`config.mk`:
```
export PLATFORM = sky130hd
export DESIGN_NAME = vga_pixel_pipe_flat
export DESIGN_NICKNAME = d
export VERILOG_FILES = /design/src/rtl/vga_pixel_pipe_if.sv /design/src/rtl/vga_pixel_pipe.sv /design/src/flat_wrapper.sv
export SDC_FILE = /design/constraint.sdc
export NUM_CORES = 1
export LEC_CHECK = 0
export ABC_AREA = 1
export CORE_MARGIN = 3
export CORE_UTILIZATION = 49
export CTS_BUF_LIST = sky130_fd_sc_hd__clkbuf_16
export CTS_CLUSTER_SIZE = 14
export DETAILED_ROUTE_END_ITERATION = 16
export PLACE_DENSITY = 0.87
export SYNTH_ARGS = -nofsm -noshare
export SYNTH_HDL_FRONTEND = slang
export SYNTH_SLANG_ARGS = --single-unit
```
`constraint.sdc`:
```
create_clock -name ckVideo -period 2.57 [get_ports ckVideo]
set_clock_uncertainty 0.2 [all_clocks]
set_input_delay 0.3855 -clock ckVideo [delete_from_list [all_inputs] [get_ports ckVideo]]
set_output_delay 0.3855 -clock ckVideo [all_outputs]
set_load 0.01 [all_outputs]
```
`src/rtl/vga_pixel_pipe_if.sv`:
```
// ---------------------------------------------------------------------------
// vga_pixel_pipe_if
// Icon position update channel between a requester (master) and the pixel
// pipe (slave).
//   posX   [9:0]  requested icon left column
//   posY   [9:0]  requested icon top line
//   posReq        request, held with posX/posY stable until posAck
//   posAck        one-cycle commit acknowledge from the pipe
//
// Handshake: the master raises posReq with posX/posY and holds all three
// until it sees posAck. The slave samples posReq only on its commit cycle
// (first pixel of vertical blanking) and answers with a single-cycle posAck
// on the edge that loads the new position. Dropping posReq before the commit
// cycle withdraws the request silently. posReq still high the cycle after
// posAck counts as a fresh request for the following frame.
// ---------------------------------------------------------------------------
interface vga_pixel_pipe_if;
    logic [9:0] posX;
    logic [9:0] posY;
    logic       posReq;
    logic       posAck;

    modport master (
        output posX,
        output posY,
        output posReq,
        input  posAck
    );

    modport slave (
        input  posX,
        input  posY,
        input  posReq,
        output posAck
    );
endinterface

```
`src/rtl/vga_pixel_pipe.sv`:
```
// ---------------------------------------------------------------------------
// vga_pixel_pipe
// Pixel stage behind the VGA timing controller. Reads a 160x120 RGB444
// framebuffer (each entry shown as a 4x4 block), overlays a 16x16 icon with a
// transparent key colour and drives RGB plus syncs through a fixed 3-cycle
// pipeline so colour and syncs stay aligned.
//
// Ports:
//   ckVideo, rstVideo_n    pixel clock, async active-low reset
//   adrHor, adrVer         pixel coordinates from the timing controller
//   flgActiveVideo         visible-area flag
//   HS, VS                 controller syncs (active-low)
//   fbAddr / fbData        framebuffer read port, data one cycle after addr
//   iconAddr / iconData    icon ROM read port, data one cycle after addr
//   pos                    icon position req/ack channel (slave side)
//   vgaRed/Green/Blue      pixel colour
//   vgaHS, vgaVS           syncs aligned with the colour
//   dbgState               position handshake FSM state
// ---------------------------------------------------------------------------
module vga_pixel_pipe #(
    parameter int          cstHorActive   = 640,
    parameter int          cstVerActive   = 480,
    parameter logic [11:0] cstTransparent = 12'hF0F
) (
    input  logic               ckVideo,
    input  logic               rstVideo_n,
    input  logic [9:0]         adrHor,
    input  logic [9:0]         adrVer,
    input  logic               flgActiveVideo,
    input  logic               HS,
    input  logic               VS,
    output logic [14:0]        fbAddr,
    input  logic [11:0]        fbData,
    output logic [7:0]         iconAddr,
    input  logic [11:0]        iconData,
    vga_pixel_pipe_if.slave    pos,
    output logic [3:0]         vgaRed,
    output logic [3:0]         vgaGreen,
    output logic [3:0]         vgaBlue,
    output logic               vgaHS,
    output logic               vgaVS,
    output logic [0:0]         dbgState
);

    localparam logic [0:0] ST_IDLE   = 1'b0;
    localparam logic [0:0] ST_COMMIT = 1'b1;

    localparam logic [9:0] cstHorLimit = 10'(cstHorActive);
    localparam logic [9:0] cstVerLine  = 10'(cstVerActive);

    // Handshake / icon position state
    logic [0:0]  r_state;
    logic        r_posAck;
    logic [9:0]  r_actX;
    logic [9:0]  r_actY;
    logic        r_iconEn;

    // Pipeline registers
    logic [14:0] r_fbAddr;
    logic [7:0]  r_iconAddr;
    logic        r_hit1, r_act1, r_hs1, r_vs1;
    logic        r_hit2, r_act2, r_hs2, r_vs2;
    logic [11:0] r_rgb;
    logic        r_hs3, r_vs3;

    logic        w_commitCycle;
    logic [7:0]  w_fbX;
    logic [7:0]  w_fbY;
    logic [14:0] w_fbAddr;
    logic [10:0] w_hor11, w_ver11, w_x0, w_y0, w_x1, w_y1;
    logic        w_hit;
    logic [3:0]  w_iconCol, w_iconRow;

    assign w_commitCycle = (adrHor == 10'd0) && (adrVer == cstVerLine);

    // Horizontal blanking coordinates are folded to column 0 so the address
    // never leaves the 160-wide buffer row.
    assign w_fbX    = (adrHor < cstHorLimit) ? adrHor[9:2] : 8'd0;
    assign w_fbY    = adrVer[9:2];
    // y*160 as (y<<7)+(y<<5)
    assign w_fbAddr = {w_fbY, 7'b0} + {2'b0, w_fbY, 5'b0} + {7'b0, w_fbX};

    // 11-bit compare so an icon near column 1023 clips instead of wrapping.
    assign w_hor11 = {1'b0, adrHor};
    assign w_ver11 = {1'b0, adrVer};
    assign w_x0    = {1'b0, r_actX};
    assign w_y0    = {1'b0, r_actY};
    assign w_x1    = w_x0 + 11'd16;
    assign w_y1    = w_y0 + 11'd16;
    assign w_hit   = r_iconEn && (w_hor11 >= w_x0) && (w_hor11 < w_x1)
                              && (w_ver11 >= w_y0) && (w_ver11 < w_y1);

    // Only the low nibble of the offset is needed inside a 16x16 box.
    assign w_iconCol = adrHor[3:0] - r_actX[3:0];
    assign w_iconRow = adrVer[3:0] - r_actY[3:0];

    // Position handshake: commit only on the first pixel of vertical blanking
    // so the visible frame always uses one position.
    always_ff @(posedge ckVideo or negedge rstVideo_n) begin
        if (!rstVideo_n) begin
            r_state  <= ST_IDLE;
            r_posAck <= 1'b0;
            r_actX   <= 10'd0;
            r_actY   <= 10'd0;
            r_iconEn <= 1'b0;
        end else begin
            case (r_state)
                ST_IDLE: begin
                    if (w_commitCycle && pos.posReq) begin
                        r_state  <= ST_COMMIT;
                        r_posAck <= 1'b1;
                        r_actX   <= pos.posX;
                        r_actY   <= pos.posY;
                        r_iconEn <= 1'b1;
                    end
                end
                ST_COMMIT: begin
                    r_state  <= ST_IDLE;
                    r_posAck <= 1'b0;
                end
                default: begin
                    r_state  <= ST_IDLE;
                    r_posAck <= 1'b0;
                end
            endcase
        end
    end

    // Stage 1: addresses out, hit/act/syncs captured.
    // Stage 2: memories return data, control delayed to match.
    // Stage 3: colour select and registered outputs.
    always_ff @(posedge ckVideo or negedge rstVideo_n) begin
        if (!rstVideo_n) begin
            r_fbAddr   <= 15'd0;
            r_iconAddr <= 8'd0;
            r_hit1     <= 1'b0;
            r_act1     <= 1'b0;
            r_hs1      <= 1'b1;
            r_vs1      <= 1'b1;
            r_hit2     <= 1'b0;
            r_act2     <= 1'b0;
            r_hs2      <= 1'b1;
            r_vs2      <= 1'b1;
            r_rgb      <= 12'd0;
            r_hs3      <= 1'b1;
            r_vs3      <= 1'b1;
        end else begin
            r_fbAddr   <= w_fbAddr;
            r_iconAddr <= {w_iconRow, w_iconCol};
            r_hit1     <= w_hit;
            r_act1     <= flgActiveVideo;
            r_hs1      <= HS;
            r_vs1      <= VS;

            r_hit2     <= r_hit1;
            r_act2     <= r_act1;
            r_hs2      <= r_hs1;
            r_vs2      <= r_vs1;

            if (!r_act2) begin
                r_rgb <= 12'd0;
            end else if (r_hit2 && (iconData != cstTransparent)) begin
                r_rgb <= iconData;
            end else begin
                r_rgb <= fbData;
            end
            r_hs3 <= r_hs2;
            r_vs3 <= r_vs2;
        end
    end

    assign fbAddr     = r_fbAddr;
    assign iconAddr   = r_iconAddr;
    assign pos.posAck = r_posAck;
    assign vgaRed     = r_rgb[11:8];
    assign vgaGreen   = r_rgb[7:4];
    assign vgaBlue    = r_rgb[3:0];
    assign vgaHS      = r_hs3;
    assign vgaVS      = r_vs3;
    assign dbgState   = r_state;

endmodule

```
`src/flat_wrapper.sv`:
```
// flat-port wrapper written by rule: the top's interface ports become plain ports
module vga_pixel_pipe_flat 
#(
    parameter int          cstHorActive   = 640,
    parameter int          cstVerActive   = 480,
    parameter logic [11:0] cstTransparent = 12'hF0F
)
  (ckVideo, rstVideo_n, adrHor, adrVer, flgActiveVideo, HS, VS, fbAddr, fbData, iconAddr, iconData, vgaRed, vgaGreen, vgaBlue, vgaHS, vgaVS, dbgState, pos_posX, pos_posY, pos_posReq, pos_posAck);
  vga_pixel_pipe_if pos_i ();
  input  logic ckVideo;
  input  logic rstVideo_n;
  input  logic [9:0] adrHor;
  input  logic [9:0] adrVer;
  input  logic flgActiveVideo;
  input  logic HS;
  input  logic VS;
  output logic [14:0] fbAddr;
  input  logic [11:0] fbData;
  output logic [7:0] iconAddr;
  input  logic [11:0] iconData;
  output logic [3:0] vgaRed;
  output logic [3:0] vgaGreen;
  output logic [3:0] vgaBlue;
  output logic vgaHS;
  output logic vgaVS;
  output logic [0:0] dbgState;
  input wire logic [$bits(pos_i.posX)-1:0] pos_posX;
  input wire logic [$bits(pos_i.posY)-1:0] pos_posY;
  input wire logic [$bits(pos_i.posReq)-1:0] pos_posReq;
  output wire logic [$bits(pos_i.posAck)-1:0] pos_posAck;
  assign pos_i.posX = pos_posX;
  assign pos_i.posY = pos_posY;
  assign pos_i.posReq = pos_posReq;
  assign pos_posAck = pos_i.posAck;
  vga_pixel_pipe #(.cstHorActive(cstHorActive), .cstVerActive(cstVerActive), .cstTransparent(cstTransparent)) u_core (.ckVideo(ckVideo), .rstVideo_n(rstVideo_n), .adrHor(adrHor), .adrVer(adrVer), .flgActiveVideo(flgActiveVideo), .HS(HS), .VS(VS), .fbAddr(fbAddr), .fbData(fbData), .iconAddr(iconAddr), .iconData(iconData), .pos(pos_i), .vgaRed(vgaRed), .vgaGreen(vgaGreen), .vgaBlue(vgaBlue), .vgaHS(vgaHS), .vgaVS(vgaVS), .dbgState(dbgState));
endmodule
```
; Word level (Yosys, flattened, before mapping)
; Cells that the tools add are included.
[word_totals]
register_bits = 68
word_cells = 49
[classes]
add_sub_neg = 6
magnitude_cmp = 5
n_eq_ne = 3
muxes = 7
n_bitwise = 1
n_reduce_logical = 9
[op_table]
columns = cell, n
row1 = 2-to-1 mux 12 bit, 2
row2 = adder 10 x 5 -> 11 bit (second input constant), 2
row3 = less-than comparator 10 x 11 -> 1 bit, 2
row4 = >= comparator 10 bit, 2
row5 = adder 15 x 13 -> 15 bit, 1
row6 = adder 15 x 8 -> 15 bit, 1
row7 = != test 12 bit (second input constant), 1
row8 = equality test 10 x 9 -> 1 bit (second input constant), 1
row9 = zero test 10 bit, 1
row10 = less-than comparator 10 bit (second input constant), 1
row11 = 2-to-1 mux 8 bit, 1
row12 = subtractor 4 bit, 2
row13 = logical AND 1 bit, 7
row14 = case mux 1 bit (2 select lines), 2
row15 = 2-to-1 mux 1 bit, 2
row16 = != test 2 x 1 -> 1 bit (second input constant), 1
row17 = AND reduction 2 bit, 1
row18 = NOT 1 bit, 1

; Logic depth before layout (Yosys ltp)
; Gate-level depths: netlist (run 1).
[depth]
depth_word = 5
ltp_mapped = 12

; Least setup slack after synthesis (run 1)
; Ideal clock, no wire load.
[synth_timing]
kind = in2reg
from = input port adrHor[8]
to = register u_core.r_fbAddr[14], in the netlist u_core.fbAddr[14]
setup_time_ns = 0.123
arrival_time_ns = 2.203
t_required_ns = 2.247
setup_slack_ns = 0.044
path_stages = 11
n_path_buf = 0
path_cell_list = or2_1 -> nand2_1 -> nand2_1 -> fa_1 -> inv_1 -> fa_1 -> nand3_1 -> nand2_1 -> nand4_1 -> nand3_1 -> xor2_1
[synth_via]
elab_chain_cells = 3
[synth_rtl]
columns = element, line_no
row1 = "start, declared", flat_wrapper.sv:12  ; input logic [9:0] adrHor;
row2 = less-than comparator 10 bit, vga_pixel_pipe.sv:78  ; assign w_fbX = (adrHor < cstHorLimit) ? adrHor[9:2] : 8'd0;
row3 = 2-to-1 mux 8 bit *, vga_pixel_pipe.sv:78
row4 = adder 15 x 8 -> 15 bit *, vga_pixel_pipe.sv:81  ; assign w_fbAddr = {w_fbY, 7'b0} + {2'b0, w_fbY, 5'b0} + {7'b0, w_fbX};
row5 = net u_core.w_fbAddr[14], vga_pixel_pipe.sv:69  ; logic [14:0] w_fbAddr;
row6 = "end signal, assigned", vga_pixel_pipe.sv:148  ; r_fbAddr <= w_fbAddr;
row7 = "end, declared", vga_pixel_pipe.sv:59  ; logic [14:0] r_fbAddr;
; Mark *: on every way through the listed nets, which the timed path passes. The rest lies on a longest branch.
; A chain may end at the register's enable or synchronous reset.

; Worst setup path after layout (run 1)
[layout_timing]
from = input port adrHor[8]
to = register u_core.r_fbAddr[13], in the netlist u_core.fbAddr[13]
; The elaborated chain is that of the path after synthesis.

==> flow_metrics.env, run 1 <==
export IMPL_start_util=0.5056
export IMPL_grt_max_degree=44
export IMPL_gp_congestion=0.8455
export IMPL_worst_slack_ns=0.09215
export IMPL_outcome="complete, no violations"
export IMPL_cts_sinks=68
export IMPL_grt_pass1_vias=3607
export IMPL_synthDistinctLibCells=29
export IMPL_drc_errors=0
export IMPL_p_leak_nw=2.824
export IMPL_cp_start_kind="input pin"
export IMPL_syn_area_per_cell_um2=8.846
export IMPL_hold_viol_final=0
export IMPL_cts_reportedPaths_clkPinSlew_ns=0.06
export IMPL_fmax_mhz=403.6
export IMPL_synth_most_common_cell="nand2_1"
export IMPL_die_h_um=95.53
export IMPL_ir_drop_mv=0.2999
export IMPL_ys_seq_area_frac=0.4352
export IMPL_num_io_pins=109
export IMPL_fin_nets=704
export IMPL_setup_viol=0
export IMPL_synth_seq_cells=68
export IMPL_grt_overflow=0
export IMPL_critPathMaxFanout=3
export IMPL_hold_class="flop to flop"
export IMPL_dr_pass1_iters=5
export IMPL_place_ws_ns=-0.4931
export IMPL_syn_cell_area_mm2=0.003928
export IMPL_die_w_um=95.53
export IMPL_synth_area_leaders="dfrtp_1, ha_1, nand2_1"
export IMPL_cp_data_required_time_ns=2.62
export IMPL_synth_ff_type="dfrtp_1"
export IMPL_route_vias_total=3519
export IMPL_core_area_mm2=0.007767
export IMPL_antenna_found_initial=0
export IMPL_wl_per_cell_um=15.01
export IMPL_clock_latency_ns=0.33
export IMPL_root_buffer="clkbuf_16"
export IMPL_synthArstFlopShare=1.000
export IMPL_drive_above_1_share=0.1075
export IMPL_layout_cells_non_filler=688
export IMPL_synth_nets=567
export IMPL_crit_arrival_ns=2.53
export IMPL_detail_route_antenna_nets=0
export IMPL_area_delta_synth_final_pct=43.52
export IMPL_crit_path_end_kind="flop"
export IMPL_rsz0062_at_grt="false"
export IMPL_syn_inst=444
export IMPL_crit_type="input pin to flop"
export IMPL_htree_levels=3
export IMPL_p_per_area_mw_per_mm2=525.6
export IMPL_wirelength_mm=10.33
export IMPL_grt_pass1_wl_mm=16.30
export IMPL_cts_tree="done"
export IMPL_tightest_slew_ns=0.7602
export IMPL_viasPerCell=5.115
export IMPL_period_share=0.9641
export IMPL_synth_edf_count=0
export IMPL_yosysTopAreaCell="dfrtp_1"
export IMPL_dp_hpwl_mm=7.716
export IMPL_relSlewSlack=0.4932
export IMPL_antenna_diode_count=0
export IMPL_track_usage=0.2322
export IMPL_dieArea_mm2=0.009126
export IMPL_cts_inserted_buffers=9
export IMPL_cap_violations=0
export IMPL_slew_violations=0
export IMPL_cts_max_path_buffers=2
export IMPL_drt_initial_drc_count=159
export IMPL_finalWorstPathRequiredPeriod_ns=2.478
export IMPL_place_inst=667
export IMPL_yosys_warnings=0
export IMPL_rows=32
export IMPL_port_buffers=108
export IMPL_synthTopCellsByCount="nand2_1, dfrtp_1, inv_1"
export IMPL_synth_top_cell_area_share=0.3950
## through the flow
| step | instance area (µm²) | utilization | hold slack [ns] | power (mW) | setup TNS (ns) |
|---|---|---|---|---|---|
| finish | 5637 | 0.7257 | 0.1482 | 2.963 | 0 |
| global route | 5637 | 0.7257 | 0.1525 | 3.084 | 0 |
| CTS | 5617 | 0.7231 | 0.1485 | 2.982 | 0 |
| detailed placement | 5263 | 0.6775 | 0.1355 | 1.727 | -2.834 |
| global placement | 5263 | 0.6775 | 0.1347 | 1.707 | -2.231 |
| floorplan | 3928 | - | -0.1101 | 1.376 | 0 |
## per-layer routing
layer  GRT usage  up-vias  share of wire
met4      0.1055        0          0.023
met3     0.04972       23          0.071
met1      0.2545     1632           0.39
met5           0        -              0
li1            -     1717              -
met2      0.4250      147           0.51
## final timing paths
path	from	endpoint	slack, ns	cells past startpoint
worst max-delay path	adrHor[8]	u_core.fbAddr[13]$_DFF_PN0_	0.09	13
worst min-delay path	u_core.r_hit1$_DFF_PN0_	u_core.r_hit2$_DFF_PN0_	0.15	0
worst max register to register	u_core.r_actX[6]$_DFFE_PN0P_	u_core.r_hit1$_DFF_PN0_	0.39	9
worst min register to register	u_core.r_hit1$_DFF_PN0_	u_core.r_hit2$_DFF_PN0_	0.15	0
max in group asynchronous	rstVideo_n	u_core.r_hs1$_DFF_PN1_	1.04	3
min in group asynchronous	rstVideo_n	u_core.fbAddr[13]$_DFF_PN0_	0.43	2
## registers in the layout, summed over array words and instances (netlist names), 8 cells and up
signal and cells:
u_core.r_actY 10, u_core.r_actX 10, u_core.fbAddr 15, u_core.r_rgb 12, u_core.iconAddr 8
## layout make-up
| cell class | instances | area, µm² |
|---|---|---|
| multi-input combinational | 305 | 1961 |
| fill | 554 | 2131 |
| clock inverter | 7 | 75.07 |
| sequential | 68 | 1709 |
| tap | 102 | 127.6 |
| inverter | 62 | 232.7 |
| timing repair buffer | 135 | 1306 |
| clock buffer | 9 | 225.2 |
## power by group
| group | total [mW] | leakage, nW | internal, mW | switching, mW |
|---|---|---|---|---|
| Sequential | 1.16 | 0.759 | 1.14 | 0.0205 |
| Clock | 1.23 | 0.150 | 0.755 | 0.478 |
| Combinational | 0.568 | 1.92 | 0.316 | 0.252 |
## cells by family (layout without fill, tap and decap cells)
group | after synthesis | in the layout | synth area share
AO/OA/AOI/OAI | 56 | 56 | 0.07391
AND/OR/NAND/NOR | 177 | 177 | 0.1978
flip-flops | 68 | 68 | 0.4352
buffers and inverters | 71 | 213 | 0.07423
XOR/XNOR | 19 | 19 | 0.04237
adder cells (fa/ha/maj) | 53 | 53 | 0.1765
## layout by cell type, fill, tap and decap left out, drive strengths merged
master / n
clkdlybuf4s50: 104
nand2: 92
inv: 63
dfrtp: 62
ha: 49
nor2: 37
a21oi: 32
buf: 27
nand3: 25
o21ai: 20
xor2: 15
nand3b: 10
clkbuf: 9
nand4: 6
dfstp: 6
clkinv: 5
xnor2: 4
nor3: 4
fa: 4
o21a: 2
dlygate4sd2: 2
nor4: 2
or2: 1
o21bai: 1
a21o: 1
bufinv: 1
dlygate4sd3: 1
dlymetal6s2s: 1
## worst max-delay path: stages
cell and delay [ns]:
dlygate4sd2_1 0.24, or2_1 0.25, nand2_2 0.09, nand2_2 0.05, fa_1 0.50, inv_2 0.06
buf_4 0.14, ha_4 0.25, nand3_1 0.08, nand2_2 0.11, nand4_1 0.10, nand3_2 0.11
xor2_1 0.16
## what timing repair did
| action | in CTS | in global routing |
|---|---|---|
| cloned | 0 | 0 |
| hold buffers | 1 | 0 |
| setup endpoints to repair | 5 | 4 |
| gates resized for setup | 10 | 2 |
| hold endpoints to repair | 25 | 0 |
| pin swaps | 5 | 4 |
| buffers inserted | 2 | 2 |
(Power assumes the default switching activity.)
==> run 2, diff against run 1 <==
CORE_UTILIZATION = 30   (was 49)
PLACE_DENSITY = 0.6   (was 0.87)
==> flow_metrics.env, run 2 (synthesis results as in run 1) <==
export IMPL_tightest_slew_ns=0.6647
export IMPL_critPathMaxFanout=3
export IMPL_start_util=0.3087
export IMPL_grt_overflow=0
export IMPL_layout_cells_non_filler=762
export IMPL_track_usage=0.1458
export IMPL_cp_data_required_time_ns=2.58
export IMPL_n_fill_cell=1282
export IMPL_p_leak_nw=2.863
export IMPL_dp_hpwl_mm=7.744
export IMPL_finalWorstPathRequiredPeriod_ns=2.449
export IMPL_rr_worst_depth=9
export IMPL_fmax_mhz=408.3
export IMPL_cts_sinks=68
export IMPL_viasPerCell=4.425
export IMPL_mostFrequentLayoutCells="clkdlybuf4s50_1, nand2_1, dfrtp_1"
export IMPL_crit_type="input pin to flop"
export IMPL_core_area_mm2=0.01272
export IMPL_cts_inserted_buffers=9
export IMPL_crit_arrival_ns=2.46
export IMPL_drc_errors=0
export IMPL_hold_depth=0
export IMPL_cp_start_kind="input pin"
export IMPL_die_h_um=120.4
export IMPL_area_delta_synth_final_pct=47.88
export IMPL_dieArea_mm2=0.01450
export IMPL_fin_nets=708
export IMPL_crit_path_end_kind="flop"
export IMPL_grt_max_degree=69
export IMPL_cts_tree="done"
export IMPL_antenna_found_initial=0
export IMPL_gp_congestion=0.8812
export IMPL_die_w_um=120.4
export IMPL_cap_violations=0
export IMPL_p_per_area_mw_per_mm2=541.6
export IMPL_holdWs_ns=0.1471
export IMPL_regArea_mm2=0.001709
export IMPL_rows=41
export IMPL_grt_pass1_wl_mm=16.75
export IMPL_drt_initial_drc_count=105
export IMPL_relSlewSlack=0.5569
export IMPL_ir_drop_mv=0.2361
export IMPL_outcome="complete, no violations"
export IMPL_clock_latency_ns=0.33
export IMPL_largest_reg_flops=15
export IMPL_cts_reportedPaths_clkPinSlew_ns=0.06
export IMPL_period_share=0.9530
export IMPL_route_vias_total=3372
export IMPL_dr_pass1_iters=6
export IMPL_detail_route_antenna_nets=0
export IMPL_hold_viol_final=0
export IMPL_wl_per_cell_um=13.07
export IMPL_fin_util=0.4565
export IMPL_wirelength_mm=9.961
export IMPL_worst_slack_ns=0.1209
export IMPL_htree_levels=3
export IMPL_antenna_diode_count=0
export IMPL_slew_violations=0
export IMPL_place_ws_ns=-0.5412
export IMPL_grt_pass1_vias=3577
export IMPL_setup_tns_ns=0
export IMPL_root_buffer="clkbuf_16"
export IMPL_layout_commonest_cell="clkdlybuf4s50_1"
export IMPL_hold_class="flop to flop"
export IMPL_num_io_pins=109
export IMPL_drive_above_1_share=0.1153
export IMPL_setup_viol=0
export IMPL_cts_max_path_buffers=2
export IMPL_multiInputGateArea_mm2=0.001971
export IMPL_port_buffers=108
export IMPL_place_inst=743
-- run 2: changes by cell type in the layout (fill, tap and decap cells not counted), moves of 2 or more --
cell	before	now
dlygate4sd2_1	2	0
nand3_1	23	21
clkdlybuf4s15_1	0	2
bufinv_16	1	3
buf_4	24	28
nand3_2	2	4
-- run 2: critical path: stages --
cell and delay, ns:
clkdlybuf4s15_1 0.19, or2_1 0.26, nand2_2 0.09, nand2_2 0.06
fa_1 0.55, inv_2 0.05, fa_2 0.40, nand3_2 0.09
nand2_2 0.08, nand4_1 0.09, nand3_2 0.07, xor2_1 0.14
-- run 2: per-layer routing --
metal | vias up | part of all wire | wire length (µm) | global-route usage
li1 | 1722 | - | - | -
met1 | 1547 | 0.43 | 4264 | 0.1760
met2 | 91 | 0.49 | 4926 | 0.2525
met3 | 12 | 0.060 | 601 | 0.03227
met4 | 0 | 0.017 | 168 | 0.05737
met5 | - | 0 | 0 | 0
-- run 2: cell type report --
class,count,share of cell area
Clock inverter,7,0.02003
Timing Repair Buffer,139,0.2305
Multi-Input combinational cell,305,0.3393
Inverter,62,0.04007
Clock buffer,9,0.03878
Sequential cell,68,0.2943
Tap cell,172,0.03705
-- run 2: where the power goes --
group / internal (mW) / switching [mW] / total, mW
logic: 0.319 / 0.245 / 0.564
registers: 1.14 / 0.0194 / 1.16
clock network: 0.945 / 0.476 / 1.42
-- run 2: final timing paths --
kind                                               end                         start  slack, ns
min in group asynchronous    u_core.r_rgb[1]$_DFF_PN0_                    rstVideo_n       0.40
max                        u_core.fbAddr[14]$_DFF_PN0_                     adrHor[8]       0.12
max reg2reg                    u_core.r_hit1$_DFF_PN0_  u_core.r_actX[4]$_DFFE_PN0P_       0.47
max in group asynchronous       u_core.r_vs2$_DFF_PN1_                    rstVideo_n       1.41
min                            u_core.r_hit2$_DFF_PN0_       u_core.r_hit1$_DFF_PN0_       0.15
min reg2reg                    u_core.r_hit2$_DFF_PN0_       u_core.r_hit1$_DFF_PN0_       0.15
-- run 2: timing repair --
item / 4_1_cts / 5_1_grt
pin swaps: 1 / 5
resized for setup: 5 / 11
setup endpoints to repair: 6 / 3
endpoints found under the hold margin: 62 / 0
buffers inserted: 1 / 1
hold buffers: 1 / 0
-- run 2: stage by stage --
step	cell area (µm²)	total power, mW
global route	5808	3.301
detailed placement	5395	1.734
floorplan	3928	1.376
global placement	5395	1.722
finish	5808	3.146
CTS	5759	3.188
==> run 3, diff against run 2 <==
ABC_AREA = unset   (was 1)
DONT_BUFFER_PORTS = 1   (was unset)
PLACE_DENSITY = 0.5   (was 0.6)
==> flow_metrics.env, run 3 <==
export IMPL_cpMaxStageDelayCell="dlygate4sd3_1"
export IMPL_tightest_slew_ns=0.6678
export IMPL_crit_type="input pin to flop"
export IMPL_power_frac_clock=0.436
export IMPL_grt_overflow=0
export IMPL_detail_route_antenna_nets=0
export IMPL_cp_data_required_time_ns=2.59
export IMPL_syn_cell_area_mm2=0.003915
export IMPL_grt_max_degree=69
export IMPL_cts_reportedPaths_clkPinSlew_ns=0.06
export IMPL_drc_errors=0
export IMPL_critPathBufInv=1
export IMPL_wirelength_mm=8.918
export IMPL_largest_reg_flops=15
export IMPL_num_io_pins=109
export IMPL_route_vias_total=2540
export IMPL_cts_max_path_buffers=2
export IMPL_fin_nets=496
export IMPL_port_buffers=0
export IMPL_relSlewSlack=0.5548
export IMPL_setup_viol=0
export IMPL_antenna_diode_count=0
export IMPL_fmax_mhz=403.7
export IMPL_drive_above_1_share=0.1614
export IMPL_p_leak_nw=2.142
export IMPL_yosysTopAreaCell="dfrtp_1"
export IMPL_p_total_mw=2.626
export IMPL_gp_congestion=0.7565
export IMPL_cts_tree="done"
export IMPL_outcome="complete, no violations"
export IMPL_grt_pass1_vias=2754
export IMPL_cp_start_kind="input pin"
export IMPL_synth_seq_cells=68
export IMPL_synth_top_cell_area_share=0.3963
export IMPL_synth_most_common_cell="dfrtp_1"
export IMPL_synth_area_leaders="dfrtp_1, ha_1, mux2_4"
export IMPL_viasPerCell=4.618
export IMPL_synthDistinctLibCells=47
export IMPL_grt_pass1_wl_mm=14.12
export IMPL_drt_initial_drc_count=68
export IMPL_track_usage=0.1281
export IMPL_synth_ff_type="dfrtp_1"
export IMPL_crit_arrival_ns=2.49
export IMPL_hold_class="input pin to flop"
export IMPL_synth_edf_count=0
export IMPL_seq_power_share=0.458
export IMPL_ys_seq_area_frac=0.4366
export IMPL_hold_viol_final=0
export IMPL_cap_violations=0
export IMPL_max_stage_delay_ns=0.57
export IMPL_post_cts_setup_buffers=0
export IMPL_antenna_found_initial=0
export IMPL_dr_pass1_iters=4
export IMPL_critPathMaxFanout=4
export IMPL_wl_per_cell_um=16.21
export IMPL_synthArstFlopShare=1.000
export IMPL_area_delta_synth_final_pct=21.54
export IMPL_fin_util=0.3755
export IMPL_rows=41
export IMPL_period_share=0.9639
export IMPL_swShare=0.2614
export IMPL_combPwrFrac=0.106
export IMPL_dp_hpwl_mm=6.767
export IMPL_slew_violations=0
export IMPL_mostFrequentLayoutCells="dfrtp_1, ha_1, inv_1, dlygate4sd3_1, mux2_4"
export IMPL_syn_inst=327
export IMPL_cp_top_family="adder cells"
export IMPL_crit_path_end_kind="flop"
export IMPL_clock_latency_ns=0.34
export IMPL_core_area_mm2=0.01267
export IMPL_die_w_um=120.2
export IMPL_synth_nets=450
export IMPL_syn_area_per_cell_um2=11.97
export IMPL_finalWorstPathRequiredPeriod_ns=2.477
export IMPL_synthTopCellsByCount="dfrtp_1, ha_1, inv_1"
export IMPL_yosys_warnings=0
export IMPL_intPower_mw=1.940
export IMPL_p_per_area_mw_per_mm2=551.9
export IMPL_cts_inserted_buffers=9
export IMPL_cts_sinks=68
export IMPL_power_switching_uw=686.5
export IMPL_root_buffer="clkbuf_16"
export IMPL_ir_drop_mv=0.2524
export IMPL_start_util=0.3090
export IMPL_rsz0062_at_grt="false"
export IMPL_htree_levels=3
export IMPL_dieArea_mm2=0.01446
export IMPL_layout_commonest_cell="dfrtp_1"
export IMPL_die_h_um=120.2
export IMPL_cp_cell_sequence="dlygate4sd3_1, ha_1, ha_2, fa_2, a21o_1, a211oi_2, nor2_1, o22ai_1, xnor2_1"
==> run 3: cell count changes after synthesis, moves of 11 or more <==
cell and delta:
mux2_4 +18, nor2_1 -29, inv_1 -28, nand3_1 -15
xor2_1 -11, a21oi_1 -23, o21ai_0 -11, nand2_1 -76
xnor2_1 +11, nor2b_1 +15
==> run 3: final timing paths <==
| path | start | endpoint | slack, ns | cells past startpoint |
|---|---|---|---|---|
| worst max-delay path | adrVer[2] | u_core.fbAddr[14]$_DFF_PN0_ | 0.09 | 9 |
| worst min-delay path | adrHor[5] | u_core.fbAddr[3]$_DFF_PN0_ | 0.02 | 1 |
| worst max register to register | u_core.r_actX[6]$_DFFE_PN0P_ | u_core.r_hit1$_DFF_PN0_ | 0.23 | 8 |
| worst min register to register | u_core.r_vs2$_DFF_PN1_ | u_core.vgaVS$_DFF_PN1_ | 0.15 | 0 |
| max in group asynchronous | rstVideo_n | u_core.r_hs1$_DFF_PN1_ | 1.44 | 2 |
| min in group asynchronous | rstVideo_n | u_core.r_rgb[6]$_DFF_PN0_ | 0.41 | 2 |
==> run 3: what timing repair did <==
item	CTS	global route
endpoints found under the hold margin	98	0
gates resized for setup	0	2
endpoints found under the setup margin	0	1
hold buffers	34	0
==> run 3: cell families (layout without fill, tap and decap cells) <==
family	after synthesis	in the layout	synth area share
fa+ha+maj	53	53	0.1771
xor+xnor	19	19	0.04251
compound gates	46	46	0.08374
buf+inv	37	88	0.04570
flops	68	68	0.4366
simple gates	75	75	0.1167
mux	29	29	0.09780
==> run 3: routing by layer <==
metal | track usage | part of all wire | vias up
li1 | - | - | 1245
met2 | 0.1999 | 0.46 | 89
met3 | 0.04210 | 0.076 | 14
met4 | 0.07082 | 0.027 | 0
met1 | 0.1565 | 0.44 | 1192
met5 | 0 | 0 | -
==> run 3: stage by stage <==
step | cells | setup WS, ns | hold slack (ns) | cell area [µm²] | setup TNS [ns]
finish | 550 | 0.09286 | 0.02206 | 4758 | 0
detailed placement | 500 | -0.1015 | -0.1052 | 4115 | -0.2201
CTS | 550 | 0.08433 | 0.003768 | 4751 | 0
global route | 550 | 0.005338 | 0.007386 | 4758 | 0
floorplan | 327 | 0.02348 | -0.1101 | 3918 | 0
global placement | 500 | -0.08094 | -0.1068 | 4115 | -0.1606
==> run 3: layout make-up <==
type	instances	area, µm²
Clock inverter	7	52.55
Multi-Input combinational cell	222	2037
Timing Repair Buffer	39	395.4
Inverter	33	123.9
Tap cell	172	215.2
Clock buffer	9	225.2
Sequential cell	68	1709
Fill cell	1285	7913
==> run 3: power groups by stage <==
stage | Sequential [mW] | Combinational [mW] | Clock (mW)
4_1_cts | 1.21 | 0.283 | 1.20
3_5_place_dp | 1.23 | 0.211 | 0
2_1_floorplan | 1.21 | 0.171 | 0
6_report | 1.20 | 0.279 | 1.14
3_3_place_gp | 1.23 | 0.207 | 0
5_1_grt | 1.21 | 0.322 | 1.24
